**src/rtl/vx_ibuf_credit_pkg.sv**
```systemverilog
// Shared warp/slice mapping helpers and default configuration for the
// instruction-buffer credit tracker.
package vx_ibuf_credit_pkg;

  localparam int NUM_WARPS_DEF   = 4;
  localparam int ISSUE_WIDTH_DEF = 2;
  localparam int IBUF_SIZE_DEF   = 2;

  function automatic int wid_to_isw(input int wid, input int issue_cnt);
    return wid % issue_cnt;
  endfunction

  function automatic int wid_to_wis(input int wid, input int issue_cnt);
    return wid / issue_cnt;
  endfunction

  function automatic int wis_to_wid(input int wis, input int isw, input int issue_cnt);
    return wis * issue_cnt + isw;
  endfunction

endpackage

```
**src/rtl/vx_ibuf_credit_up_down_counter.sv**
```systemverilog
// Saturating up/down counter with independent 0..2 increment and decrement
// per cycle; out-of-range results clamp and raise a simulation assertion.
module vx_ibuf_credit_up_down_counter #(
  parameter int WIDTH     = 2,
  parameter int RESET_VAL = 0,
  parameter int MAX_VAL   = 3
) (
  input  logic             clk_i,
  input  logic             reset_i,
  input  logic [1:0]       inc_i,
  input  logic [1:0]       dec_i,
  output logic [WIDTH-1:0] count_o
);

  localparam logic signed [WIDTH+2:0] MAX_S = (WIDTH+3)'(MAX_VAL);

  logic [WIDTH-1:0]        cnt_q;
  logic [WIDTH-1:0]        cnt_d;
  logic signed [WIDTH+2:0] sum;

  always_comb begin
    sum = $signed({3'b000, cnt_q})
        + $signed({{(WIDTH+1){1'b0}}, inc_i})
        - $signed({{(WIDTH+1){1'b0}}, dec_i});
    cnt_d = cnt_q;
    if (sum < 0) begin
      cnt_d = '0;
    end else if (sum > MAX_S) begin
      cnt_d = WIDTH'(MAX_VAL);
    end else begin
      cnt_d = sum[WIDTH-1:0];
    end
  end

  always_ff @(posedge clk_i) begin
    if (reset_i) begin
      cnt_q <= WIDTH'(RESET_VAL);
    end else begin
      cnt_q <= cnt_d;
      assert (sum >= 0) else $error("up_down_counter underflow: count %0d", cnt_q);
      assert (sum <= MAX_S) else $error("up_down_counter overflow: count %0d", cnt_q);
    end
  end

  assign count_o = cnt_q;

endmodule

```
**src/rtl/vx_ibuf_credit.sv**
```systemverilog
// Per-slice instruction-buffer credit tracker with per-warp in-flight counts.
// Handshake: a reserve fires on req_valid_i && req_ready_o; req_ready_o depends only on registered credit.
module vx_ibuf_credit
  import vx_ibuf_credit_pkg::*;
#(
  parameter int CORE_ID   = 0,
  parameter int NUM_WARPS = NUM_WARPS_DEF,
  parameter int ISSUE_CNT = ISSUE_WIDTH_DEF,
  parameter int CREDITS   = IBUF_SIZE_DEF,
  localparam int NW_WIDTH    = (NUM_WARPS > 1) ? $clog2(NUM_WARPS) : 1,
  localparam int WIS_PER     = (NUM_WARPS + ISSUE_CNT - 1) / ISSUE_CNT,
  localparam int ISSUE_WIS_W = (WIS_PER > 1) ? $clog2(WIS_PER) : 1
) (
  input  logic                           clk_i,
  input  logic                           reset_i,
  input  logic                           req_valid_i,
  input  logic [NW_WIDTH-1:0]            req_wid_i,
  output logic                           req_ready_o,
  input  logic [ISSUE_CNT-1:0]           pop_i,
  input  logic [ISSUE_CNT*ISSUE_WIS_W-1:0] pop_wis_i,
  input  logic                           cancel_valid_i,
  input  logic [NW_WIDTH-1:0]            cancel_wid_i,
  output logic [NUM_WARPS-1:0]           warp_idle_o,
  output logic                           all_idle_o
);

  localparam int CNTW = $clog2(CREDITS + 1);

  logic [CNTW-1:0]      credit_cnt   [ISSUE_CNT];
  logic [CNTW-1:0]      inflight_cnt [NUM_WARPS];
  logic [ISSUE_CNT-1:0] slice_sel;
  logic [ISSUE_CNT-1:0] slice_open;
  logic                 req_fire;

  assign req_ready_o = |(slice_sel & slice_open);
  assign req_fire    = req_valid_i && req_ready_o;

  for (genvar i = 0; i < ISSUE_CNT; i++) begin : g_slice
    logic       cancel_hit;
    logic       res_hit;
    logic [1:0] inc;
    logic [1:0] dec;

    assign slice_sel[i]  = (wid_to_isw(int'(req_wid_i), ISSUE_CNT) == i);
    assign slice_open[i] = (credit_cnt[i] != '0);
    assign cancel_hit    = cancel_valid_i && (wid_to_isw(int'(cancel_wid_i), ISSUE_CNT) == i);
    assign res_hit       = req_fire && slice_sel[i];
    assign inc           = {1'b0, pop_i[i]} + {1'b0, cancel_hit};
    assign dec           = {1'b0, res_hit};

    vx_ibuf_credit_up_down_counter #(
      .WIDTH    (CNTW),
      .RESET_VAL(CREDITS),
      .MAX_VAL  (CREDITS)
    ) u_credit (
      .clk_i  (clk_i),
      .reset_i(reset_i),
      .inc_i  (inc),
      .dec_i  (dec),
      .count_o(credit_cnt[i])
    );

    // A pop with no slot reserved on its slice means the buffer and tracker disagree.
    always_ff @(posedge clk_i) begin
      if (!reset_i && pop_i[i]) begin
        assert (credit_cnt[i] != CNTW'(CREDITS))
          else $error("core %0d: pop on slice %0d with no reserved slot", CORE_ID, i);
      end
    end
  end

  for (genvar w = 0; w < NUM_WARPS; w++) begin : g_warp
    logic [ISSUE_CNT-1:0] pop_hit;
    logic                 cancel_hit;
    logic [1:0]           inc;
    logic [1:0]           dec;

    for (genvar i = 0; i < ISSUE_CNT; i++) begin : g_pop
      assign pop_hit[i] = pop_i[i] &&
        (wis_to_wid(int'(pop_wis_i[i*ISSUE_WIS_W +: ISSUE_WIS_W]), i, ISSUE_CNT) == w);
    end

    assign cancel_hit = cancel_valid_i && (cancel_wid_i == NW_WIDTH'(w));
    assign inc        = {1'b0, req_fire && (req_wid_i == NW_WIDTH'(w))};
    assign dec        = {1'b0, |pop_hit} + {1'b0, cancel_hit};

    vx_ibuf_credit_up_down_counter #(
      .WIDTH    (CNTW),
      .RESET_VAL(0),
      .MAX_VAL  (CREDITS)
    ) u_inflight (
      .clk_i  (clk_i),
      .reset_i(reset_i),
      .inc_i  (inc),
      .dec_i  (dec),
      .count_o(inflight_cnt[w])
    );

    assign warp_idle_o[w] = (inflight_cnt[w] == '0);
  end

  assign all_idle_o = &warp_idle_o;

endmodule
```
**config.mk**
```make
export PLATFORM = sky130hd
export DESIGN_NAME = vx_ibuf_credit
export DESIGN_NICKNAME = d
export VERILOG_FILES = /design/src/rtl/vx_ibuf_credit_pkg.sv /design/src/rtl/vx_ibuf_credit_up_down_counter.sv /design/src/rtl/vx_ibuf_credit.sv
export SDC_FILE = /design/constraint.sdc
export NUM_CORES = 1
export LEC_CHECK = 0
export CAP_MARGIN = 20
export CORE_MARGIN = 2
export CORE_UTILIZATION = 60
export CTS_CLUSTER_DIAMETER = 30
export DETAILED_ROUTE_END_ITERATION = 16
export PLACE_DENSITY = 0.85
export SYNTH_ARGS = -nofsm -noshare
export SYNTH_HDL_FRONTEND = slang
export SYNTH_HIERARCHICAL = 1
export SYNTH_SLANG_ARGS = --single-unit
```
**constraint.sdc**
```tcl
create_clock -name clk_i -period 4.2 [get_ports clk_i]
set_input_delay 0.42 -clock clk_i [delete_from_list [all_inputs] [get_ports clk_i]]
set_output_delay 0.42 -clock clk_i [all_outputs]
set_load 0.02 [all_outputs]
```
==> impl_metrics.tcl <==
set metrics [dict create \
    synth_cell_types 27 \
    drive_gt1_share_pct 7.82 \
    worstMarginPinSlew_ns 0.554 \
    avgSynthCellArea_um2 9.28 \
    ctsHoldBuffers 0 \
    ys_top_cells_by_area "ha_1, dfxtp_1, fa_1" \
    cts_tree "done" \
    viasPerCell 5.13 \
    synth-compound-area-share_pct 10.5 \
    seq_area_frac_synth_pct 16.8 \
    cts_buffer_depth 2 \
    required_ns 4.38 \
    end_kind "register" \
    grt.busiest_layer "met2" \
    pwr_density_cell_mw_per_mm2 474 \
    fin_worst_skew_ns 0.00193 \
    routabilityCongestion 0.724 \
    utilization_pct 75.0 \
    fp.dieH_um 52.8 \
    synth_fa_ha_area_share_pct 37.8 \
    pre_cts_ws_ns 1.08 \
    start_kind "input pin" \
    netlist_area_mm2 0.00143 \
    h-tree-depth 1 \
    synth_xor_area_share_pct 6.13 \
    globalRouteMet1Util_pct 26.1 \
    drt_pass1_iterations 4 \
    cp-startpoint "cancel_valid_i" \
    async_reset_ff_share_pct 0 \
    hp-class "register to register" \
    dp_hpwl_um 2400 \
    place.port_buffers 17 \
    hold_path_depth 4 \
    grt_max_degree 13 \
    met2_usage_pct 46.5 \
    r2r_slack_ns 2.12 \
    slowest_stage "clkdlybuf4s50_1" \
    path_common_cell "ha_1" \
    fin_ws_ns 1.38 \
    die-area_mm2 0.00279 \
    num_rows 17 \
    synth_simple_gate_area_share_pct 17.4 \
    root_buffer "clkbuf_4" \
    status "completed" \
    globalRouteOverflowTotal 0 \
    cpPeakStageDelay_ns 0.48 \
    yosysTopAreaCell "ha_1" \
    reg2reg_depth 6 \
    synthCells 154 \
    r2r-start "g_slice[0].u_credit/count_o[1]" \
    start_util_pct 64.0 \
    cts_made_buffers 3 \
    final_max_slew_viol_count 0 \
    io_pins 18 \
    fmax_mhz 354 \
    layout.nets 229 \
    cts_sinks 12 \
    cts_resized 0 \
    cp_max_fo 3 \
    clk_latency_ns 0.27 \
    hold_start "g_warp[3].u_inflight/count_o[1]" \
    period_share_pct 67.2 \
    synthMuxAreaShare_pct 0 \
    maxCapViolCount 0 \
    slew_headroom_pct 63.0 \
    min_period_ns 2.82 \
    grt_pass1_wl_um 4860 \
    synth_top_family_by_area "adder cells" \
    worstPathArrival_ns 3.00 \
    vias 1061 \
    power_w 0.000794 \
    synth.most_common_cell "inv_1" \
    holdPathEnd "g_warp[3].u_inflight/count_o[1]" \
    tns_ns 0 \
    yosys_warnings 6 \
    first_global_vias 1168 \
    hold_violations 0 \
    routed_wl_um 2670 \
    diodes 0 \
    setup_viol 0 \
    netlist.area_leader.share_pct 21.0 \
    drc 0 \
    worst-path-buf-inv 2 \
    synth_seq_cells 12 \
    path_cells "clkdlybuf4s50_1, nor2b_1, nor2b_1, ha_1, ha_1, inv_1, ha_1, fa_1, xor2_1, a2111oi_2" \
    synth_edf_count 0 \
    cts.clk_slew.worst_paths_ns 0.08 \
    synth-main-ff-cell "dfxtp_1" \
    critPathTopFamily "adder cells" \
    gr-usage-met3_pct 6.29 \
    track_usage_pct 24.4 \
    dieWidth_um 52.8 \
    antenna_found_initial 0 \
    timing.rr.end "g_warp[0].u_inflight/count_o[0]" \
    peakVddDrop_v 0.000345 \
    rsz0062_at_grt "false" \
    p_leak_nw 0.816 \
    detail-route-antenna-nets 0 \
    syn2layout_area_growth_pct 17.3 \
    whs_ns 0.868 \
    path_class "input pin to register" \
    synthTopCellsByCount "inv_1, ha_1, dfxtp_1, fa_1, nor2_1" \
    wire_per_inst_um 12.9 \
    drtIter0Drc 20 \
    post-cts-setup-buffers 0 \
    coreArea_mm2 0.00223 \
]
-- report_power, final --
part / internal [W] / switching (W) / leakage [nW] / total [W]
Sequential: 0.000148 / 0.0000205 / 0.0988 / 0.000168
Combinational: 0.000257 / 0.000294 / 0.704 / 0.000552
Clock: 0.0000332 / 0.0000401 / 0.0138 / 0.0000733
Total: 0.000439 / 0.000355 / 0.816 / 0.000794
-- flip-flops by register name, indices dropped and copies added (netlist names) --
signal and flops:
g_warp.u_inflight/count_o 8, g_slice.u_credit/count_o 4
-- cell usage in the layout (no fill, tap or decap), drive strengths merged --
cell / instances
inv: 42
ha: 24
clkdlybuf4s50: 17
fa: 12
dfxtp: 12
nor2b: 9
nor2: 8
xor2: 6
conb: 6
and2: 5
nand2: 4
nand2b: 4
a2111oi: 4
xnor2: 4
a221oi: 4
clkbuf: 3
and4bb: 3
a211oi: 2
o21bai: 2
and3: 1
nor3: 1
a21oi: 1
nor4b: 1
nor3b: 1
o211a: 1
and2b: 1
and4: 1
-- how the worst max path moves through the flow --
stage	cells after the start	endpoint
2_1_floorplan	8	g_warp[2].u_inflight/count_o[0]
3_3_place_gp	10	g_warp[0].u_inflight/count_o[0]
3_5_place_dp	10	g_warp[0].u_inflight/count_o[0]
4_1_cts	10	g_warp[0].u_inflight/count_o[0]
5_1_grt	10	g_warp[0].u_inflight/count_o[0]
6_report	10	g_warp[0].u_inflight/count_o[0]
-- cell type report --
class	count	area [um2]
fill	171	558
clock buffer	3	22.5
sequential	12	240
multi-input combinational	105	1050
inverter	42	158
timing repair buffer	17	170
tap	28	35.0
-- logic make-up (layout without fill, tap and decap cells) --
| family | after synthesis | after routing |
|---|---|---|
| compound gates | 14 | 14 |
| xor+xnor | 10 | 10 |
| fa+ha+maj | 36 | 36 |
| buf+inv | 42 | 62 |
| flops | 12 | 12 |
| other cells | 1 | 6 |
| simple gates | 39 | 39 |
-- routing by layer --
layer / routed length, um / vias to the layer above / part of all wire [%]
met5: 0 / - / 0
met4: 27 / 0 / 1.0
met3: 91 / 4 / 3.4
met2: 1490 / 20 / 56
met1: 1070 / 500 / 40
li1: - / 537 / -
-- per-stage QoR --
step                instance area, um2  instances
floorplan                         1450        159
global placement                  1650        204
detailed placement                1650        204
CTS                               1680        207
global route                      1680        207
finish                            1680        207
-- worst reg2reg max path: cells and delay by family, from the launching register on --
| family | cells | cell delay (ns) |
|---|---|---|
| AOI/OAI and AO/OA | 1 | 0.26 |
| adders and majority gates | 2 | 0.70 |
| DFF | 1 | 0.37 |
| and+or+nand+nor | 3 | 0.66 |
No activity file was read; power rests on OpenSTA's default activity.
